--- config.mk ---
export PLATFORM = sky130hd
export DESIGN_NAME = sipo_deframer
export DESIGN_NICKNAME = d
export VERILOG_FILES = /design/src/rtl/sipo_deframer_pkg.sv /design/src/rtl/sipo_shift_core.sv /design/src/rtl/sipo_deframer.sv
export SDC_FILE = /design/constraint.sdc
export NUM_CORES = 1
export LEC_CHECK = 0
export ABC_AREA = 1
export CORE_ASPECT_RATIO = 0.8
export CORE_MARGIN = 8
export CORE_UTILIZATION = 35
export CTS_BUF_LIST = sky130_fd_sc_hd__clkbuf_4 sky130_fd_sc_hd__clkbuf_8 sky130_fd_sc_hd__clkbuf_16
export DETAILED_ROUTE_END_ITERATION = 12
export PLACE_DENSITY = 0.55
export SYNTH_ARGS = -nofsm -noshare
export SYNTH_HDL_FRONTEND = slang
export SYNTH_SLANG_ARGS = --single-unit
--- constraint.sdc ---
create_clock -name clk -period 3.8 [get_ports clk]
set_clock_uncertainty 0.05 [all_clocks]
set_input_delay 0.57 -clock clk [delete_from_list [all_inputs] [get_ports clk]]
set_output_delay 0.57 -clock clk [all_outputs]
set_load 0.05 [all_outputs]
--- src/rtl/sipo_deframer_pkg.sv ---
// Shared definitions for the sipo_deframer serial-to-parallel block.
// Shift-order encodings and the counter width helper.
package sipo_deframer_pkg;

   localparam logic MODE_LSB_FIRST = 1'b0;
   localparam logic MODE_MSB_FIRST = 1'b1;

   function automatic int clog2(input int v);
      int r;
      int x;
      r = 0;
      x = v - 1;
      while (x > 0) begin
         r++;
         x = x >> 1;
      end
      return r;
   endfunction

endpackage

--- src/rtl/sipo_shift_core.sv ---
// Bidirectional shift register, bit counter and per-frame mode latch.
// Presents the word including the current bit and strobes frame_done.
module sipo_shift_core
   import sipo_deframer_pkg::*;
#(
   parameter  int WIDTH = 8,
   localparam int CNT_W = clog2(WIDTH)
) (
   input  logic             clk,
   input  logic             reset,
   input  logic             clear,
   input  logic             s_in,
   input  logic             s_valid,
   input  logic             msb_first,
   output logic [WIDTH-1:0] word,
   output logic [CNT_W-1:0] bit_count,
   output logic             frame_done
);

   localparam logic [CNT_W-1:0] LAST = CNT_W'(WIDTH - 1);

   logic [WIDTH-1:0] sh;
   logic             mode_q;
   logic             mode_eff;
   logic             first_bit;

   // First bit of a frame uses the live pin, later bits the latched mode.
   always_comb begin
      first_bit  = 1'b0;
      mode_eff   = mode_q;
      word       = sh;
      frame_done = 1'b0;
      first_bit  = (bit_count == '0);
      if (first_bit) mode_eff = msb_first;
      if (mode_eff == MODE_MSB_FIRST) word = {sh[WIDTH-2:0], s_in};
      else                            word = {s_in, sh[WIDTH-1:1]};
      frame_done = s_valid && !clear && (bit_count == LAST);
   end

   // Shift state: flushed by clear, advanced by each qualified bit.
   always_ff @(posedge clk or negedge reset) begin
      if (!reset) begin
         sh        <= '0;
         bit_count <= '0;
         mode_q    <= MODE_LSB_FIRST;
      end else if (clear) begin
         sh        <= '0;
         bit_count <= '0;
         mode_q    <= MODE_LSB_FIRST;
      end else if (s_valid) begin
         sh <= word;
         if (bit_count == LAST) bit_count <= '0;
         else                   bit_count <= bit_count + CNT_W'(1);
         if (first_bit) mode_q <= msb_first;
      end
   end

endmodule

--- src/rtl/sipo_deframer.sv ---
// Serial-in/parallel-out deframer with valid/ready word output.
// Holds one word; a frame finishing while it is stalled sets overrun.
module sipo_deframer
   import sipo_deframer_pkg::*;
#(
   parameter  int WIDTH = 8,
   localparam int CNT_W = clog2(WIDTH)
) (
   input  logic             clk,
   input  logic             reset,
   input  logic             clear,
   input  logic             s_in,
   input  logic             s_valid,
   input  logic             msb_first,
   input  logic             p_ready,
   output logic [WIDTH-1:0] p_out,
   output logic             p_valid,
   output logic [CNT_W-1:0] bit_count,
   output logic             busy,
   output logic             overrun
);

   logic [WIDTH-1:0] word;
   logic             frame_done;

   sipo_shift_core #(
      .WIDTH(WIDTH)
   ) u_core (
      .clk       (clk),
      .reset     (reset),
      .clear     (clear),
      .s_in      (s_in),
      .s_valid   (s_valid),
      .msb_first (msb_first),
      .word      (word),
      .bit_count (bit_count),
      .frame_done(frame_done)
   );

   assign busy = (bit_count != '0);

   // Holding register: load on completion if free or draining, else drop.
   always_ff @(posedge clk or negedge reset) begin
      if (!reset) begin
         p_out   <= '0;
         p_valid <= 1'b0;
         overrun <= 1'b0;
      end else if (clear) begin
         p_valid <= 1'b0;
         overrun <= 1'b0;
      end else if (frame_done) begin
         if (!p_valid || p_ready) begin
            p_out   <= word;
            p_valid <= 1'b1;
         end else begin
            overrun <= 1'b1;
         end
      end else if (p_valid && p_ready) begin
         p_valid <= 1'b0;
      end
   end

endmodule
==> results of run 1 <==
[placed cells by master (no fill, tap or decap), drive strengths merged]
master | synthesis | routed
inv | 20 | 20
dfrtp | 22 | 22
nand2 | 41 | 41
ha | 3 | 3
clkdlybuf4s50 | 0 | 20
nor2 | 3 | 3
nand3 | 35 | 35
clkbuf | 0 | 3
bufinv | 0 | 1
o21ai | 6 | 6
[logic make-up (layout without fill, tap and decap cells)]
| family | after synthesis | in the layout |
|---|---|---|
| fa+ha+maj | 3 | 3 |
| simple gates | 79 | 79 |
| flops | 22 | 22 |
| compound gates | 6 | 6 |
| buf+inv | 21 | 44 |
[report_power, final]
part / internal, µW / total, µW / switching (µW) / leakage, µW
clock network: 141 / 215 / 74.3 / 0.0000357
registers: 244 / 250 / 5.91 / 0.000302
logic: 31.6 / 97.9 / 66.3 / 0.000375
[critical path, delay by kind of cell (launching register included)]
kind	cells	cell delay [ns]
buffers and inverters	2	0.90
DFF	1	0.38
adders and majority gates	1	0.22
and+or+nand+nor	1	0.14
[registers in the layout (all words and copies together) (netlist names)]
| signal | flops |
|---|---|
| u_core.sh | 8 |
| p_valid | 1 |
| overrun | 1 |
| p_out | 8 |
| u_core.bit_count | 3 |
| u_core.mode_q | 1 |
[metrics by stage]
step | hold slack [ns] | power [µW] | utilization (%) | cells | setup WS (ns)
after floorplan | 0.224 | 320 | - | 131 | 1.78
after global placement | 0.415 | 350 | 43.7 | 190 | 1.60
after detailed placement | 0.419 | 352 | 43.7 | 190 | 1.56
after CTS | 0.442 | 569 | 46.1 | 194 | 1.26
after global routing | 0.458 | 592 | 46.1 | 194 | 1.19
final | 0.433 | 563 | 46.1 | 194 | 1.28
[area by class of cell]
class	count	area, µm²	share of cell area, %
Tap cell	40	50.0	3.63
Sequential cell	22	551	39.9
Multi-Input combinational cell	88	430	31.2
Timing Repair Buffer	20	200	14.5
Inverter	20	77.6	5.62
Clock buffer	3	41.3	2.99
Clock inverter	1	30.0	2.18
[per-layer routing]
metal | vias up | wire length [µm]
met1 | 441 | 1120
met2 | 10 | 1210
met5 | - | 0
met3 | 2 | 70
li1 | 462 | -
met4 | 0 | 10
[worst paths after layout]
check,from,to,slack (ns),cells past startpoint
min in group asynchronous,reset,p_out[6],0.79,1
setup reg to reg,u_core.bit_count[0],p_out[5],2.30,6
hold / removal,u_core.sh[0],u_core.sh[0],0.43,2
hold reg to reg,u_core.sh[0],u_core.sh[0],0.43,2
setup / recovery,u_core.bit_count[0],busy,1.28,4
max in group asynchronous,reset,u_core.bit_count[2],2.34,1
==> results.sh, run 1 <==
export IMPL_netlist_area_leader_share_pct=51.8
export IMPL_p_leak_uw=0.000713
export IMPL_core_um2=3000
export IMPL_hpwl_um=1820
export IMPL_dieArea_um2=5070
export IMPL_critPathSlowestCell="clkdlybuf4s50_1"
export IMPL_rsz0062_at_grt="no"
export IMPL_n_fill_cell=306
export IMPL_status="complete, no violations"
export IMPL_grt_max_degree=23
export IMPL_clk_latency_ns=0.26
export IMPL_gr_usage_met3_pct=3.27
export IMPL_yosysWarnings=0
export IMPL_chipWidth_um=77.6
export IMPL_cp_cell_sequence="inv_1 > ha_1 > nand2_1 > clkdlybuf4s50_1"
export IMPL_critical_path_class="flop to output port"
export IMPL_hp_class="flop to flop"
export IMPL_cts_sinks=22
export IMPL_ys_types=12
export IMPL_syn_area_per_cell_um2=8.12
export IMPL_slew_headroom_pct=36.4
export IMPL_ios=21
export IMPL_clk_pin_slew_ns=0.08
export IMPL_grt_util_met2_pct=17.0
export IMPL_vdd_ir_drop_max_mv=0.260
export IMPL_gp_congestion=0.806
export IMPL_grt_pass1_vias=899
export IMPL_synth_area_um2=1060
export IMPL_dr_pass1_iters=4
export IMPL_synth_top_family_by_area="simple AND/OR/NAND/NOR gates"
export IMPL_drv_cap=0
export IMPL_synth_fa_ha_area_share_pct=3.53
export IMPL_slew_viol_final=0
export IMPL_hold_viol=0
export IMPL_worstMarginPinSlew_ns=0.951
export IMPL_rows=18
export IMPL_grt_usage_pct=9.72
export IMPL_htree_levels=1
export IMPL_drtIter0Drc=25
export IMPL_antenna_found_initial=0
export IMPL_met1_usage_pct=11.4
export IMPL_synthesis_nets=141
export IMPL_synth_most_common_cell="nand2_1"
export IMPL_finalCritPeriodShare_pct=66.2
export IMPL_numPortBuffers=20
export IMPL_route_detailed_wl_per_inst_um=12.4
export IMPL_cp_data_arrival_time_ns=1.90
export IMPL_synth_compound_area_share_pct=2.82
export IMPL_cts_hold_buf=0
export IMPL_setup_viol=0
export IMPL_finalCriticalPeriod_ns=2.52
export IMPL_path_max_fanout=3
export IMPL_nets=165
export IMPL_cts_setup_buffers=0
export IMPL_netlist_top_cells_area="dfrtp_1, nand3_1, nand2_1"
export IMPL_drtAntennaViolNets=0
export IMPL_muxShareOfSynthArea_pct=0
export IMPL_cts_buffers=3
export IMPL_placed_area_um2=1310
export IMPL_die_y_um=65.3
export IMPL_start_util_pct=35.5
export IMPL_synth_top_area_cell="dfrtp_1"
export IMPL_power_density_nw_per_um2=408
export IMPL_netlist_top_cells_count="nand2_1, nand3_1, dfrtp_1, inv_1, o21ai_0"
export IMPL_design_area_um2=1380
export IMPL_overflow=0
export IMPL_max_freq_mhz=397
export IMPL_ys_seq_elements=22
export IMPL_area_delta_synth_final_pct=29.8
export IMPL_drive_above_1_share_pct=7.14
export IMPL_cts_tree="yes"
export IMPL_clk_path_buf_depth=2
export IMPL_cts_root_buf="clkbuf_8"
export IMPL_route_detailed_drc=0
export IMPL_tns_ns=0
export IMPL_cts_resized=0
export IMPL_synthCells=131
export IMPL_vias=915
export IMPL_startpoint_type="flop"
export IMPL_gr_max_usage_layer="met2"
export IMPL_ys_seq_area_share_pct=51.8
export IMPL_diodes=0
export IMPL_wirelength_um=2410
export IMPL_synthArstFlopShare_pct=100
export IMPL_viasPerCell=4.72
export IMPL_synthSimpleGateAreaFrac_pct=34.1
export IMPL_synth_xor_area_share_pct=0
export IMPL_cp_required_ns=3.18
export IMPL_ys_flop_type="dfrtp_1"
export IMPL_cp_end_kind="output port"
export IMPL_synth_edf_count=0
export IMPL_cpPeakStageDelay_ns=0.82
export IMPL_grt_first_pass_wirelength_um=4060
Power figures use the tool's default switching activity.
==> run 2, diff against run 1 <==
PLACE_DENSITY = 0.57   (was 0.55)
clock period = 2.09 ns   (was 3.8 ns; I/O delays follow)
==> results.sh, run 2 (synthesis results as in run 1) <==
export IMPL_status="complete, no violations"
export IMPL_grt_first_pass_wirelength_um=3930
export IMPL_drtIter0Drc=58
export IMPL_vias=906
export IMPL_dp_slack_ns=0.467
export IMPL_finalCriticalPeriod_ns=1.83
export IMPL_cts_root_buf="clkbuf_8"
export IMPL_diodes=0
export IMPL_core_um2=3000
export IMPL_path_buf_inv=1
export IMPL_cp_data_arrival_time_ns=1.47
export IMPL_rsz0062_at_grt="no"
export IMPL_numPortBuffers=20
export IMPL_hpwl_um=1800
export IMPL_critPathSlowestCell="clkdlybuf4s50_1"
export IMPL_route_detailed_wl_per_inst_um=12.1
export IMPL_startpoint_type="flop"
export IMPL_antenna_found_initial=0
export IMPL_nets=167
export IMPL_cts_buffers=3
export IMPL_final_common_cell="nand2_1"
export IMPL_stdcell_count=195
export IMPL_htree_levels=1
export IMPL_worstMarginPinSlew_ns=0.505
export IMPL_drive_above_1_share_pct=8.39
export IMPL_cpPeakStageDelay_ns=0.83
export IMPL_start_util_pct=35.5
export IMPL_hold_viol=0
export IMPL_gp_congestion=0.818
export IMPL_slew_headroom_pct=66.2
export IMPL_cts_sinks=22
export IMPL_viasPerCell=4.65
export IMPL_die_y_um=65.3
export IMPL_layout_common_cells="nand2_1, nand3_1, dfrtp_1"
export IMPL_p_leak_uw=0.000710
export IMPL_clk_latency_ns=0.26
export IMPL_critical_path_class="flop to output port"
export IMPL_power_density_nw_per_um2=651
export IMPL_crit_family="buffers and inverters"
export IMPL_dieArea_um2=5070
export IMPL_dr_pass1_iters=4
export IMPL_post_place_cells=192
export IMPL_drv_cap=0
export IMPL_cp_end_kind="output port"
export IMPL_path_max_fanout=3
export IMPL_ios=21
export IMPL_chipWidth_um=77.6
export IMPL_grt_usage_pct=9.69
export IMPL_finalCritPeriodShare_pct=87.8
export IMPL_clk_path_buf_depth=2
export IMPL_r2r_start="u_core.bit_count[0]"
export IMPL_p_total_uw=887
export IMPL_wirelength_um=2360
export IMPL_route_detailed_drc=0
export IMPL_clk_pin_slew_ns=0.07
export IMPL_grt_pass1_vias=884
export IMPL_cts_setup_buffers=0
export IMPL_area_delta_synth_final_pct=28.1
export IMPL_holdWs_ns=0.345
export IMPL_cp_cell_sequence="clkdlybuf4s50_1"
export IMPL_cts_tree="yes"
export IMPL_cts_resized=0
export IMPL_cp_required_ns=1.73
export IMPL_n_fill_cell=296
export IMPL_hp_class="primary input to async pin"
export IMPL_top_regs="p_out x8, u_core.sh x8, u_core.bit_count x3"
export IMPL_max_freq_mhz=545
export IMPL_vdd_ir_drop_max_mv=0.415
export IMPL_rows=18
export IMPL_regToRegSetupSlack_ns=0.61
export IMPL_fin_ws_ns=0.255
export IMPL_cts_hold_buf=0
export IMPL_drtAntennaViolNets=0
export IMPL_overflow=0
export IMPL_grt_max_degree=23
export IMPL_slew_viol_final=0
export IMPL_tns_ns=0
export IMPL_setup_viol=0
export IMPL_startpoint="u_core.bit_count[2]"
-- run 2: cell count changes in the layout (fill, tap and decap cells not counted) --
cell | before | now
buf_4 | 0 | 3
bufinv_16 | 1 | 0
clkdlybuf4s50_1 | 20 | 19
-- run 2: final timing paths --
check	to	cells past startpoint
worst max-delay path	bit_count[2]	1
worst min-delay path	u_core.bit_count[2]	2
worst min register to register	u_core.sh[3]	2
max in group asynchronous	u_core.bit_count[1]	2
worst max register to register	u_core.sh[0]	6
min in group clk	u_core.sh[3]	2
-- run 2: metrics by stage --
| stage | cell area [µm²] | utilization [%] |
|---|---|---|
| 3_3_place_gp | 1320 | 44.1 |
| 4_1_cts | 1360 | 45.5 |
| 5_1_grt | 1360 | 45.5 |
| 6_report | 1360 | 45.5 |
| 2_1_floorplan | 1060 | - |
| 3_5_place_dp | 1320 | 44.1 |
-- run 2: cell type report --
| cell class | instances | area (µm²) | area share [%] |
|---|---|---|---|
| timing repair buffer | 22 | 213 | 15.6 |
| sequential | 22 | 551 | 40.4 |
| tap | 40 | 50.0 | 3.67 |
| inverter | 20 | 77.6 | 5.69 |
| clock buffer | 3 | 41.3 | 3.03 |
| multi-input combinational | 88 | 430 | 31.6 |
-- run 2: routing by layer --
| layer | vias up | GRT usage, % | routed length (µm) |
|---|---|---|---|
| met5 | - | 0 | 0 |
| met4 | 0 | 4.93 | 43 |
| met3 | 4 | 2.45 | 71 |
| met2 | 16 | 16.1 | 1150 |
| met1 | 421 | 11.4 | 1090 |
| li1 | 465 | - | - |
-- run 2: power by group --
| part | switching (µW) | internal [µW] | total, µW |
|---|---|---|---|
| clock network | 125 | 129 | 254 |
| registers | 11.3 | 444 | 456 |
| logic | 119 | 58.8 | 178 |
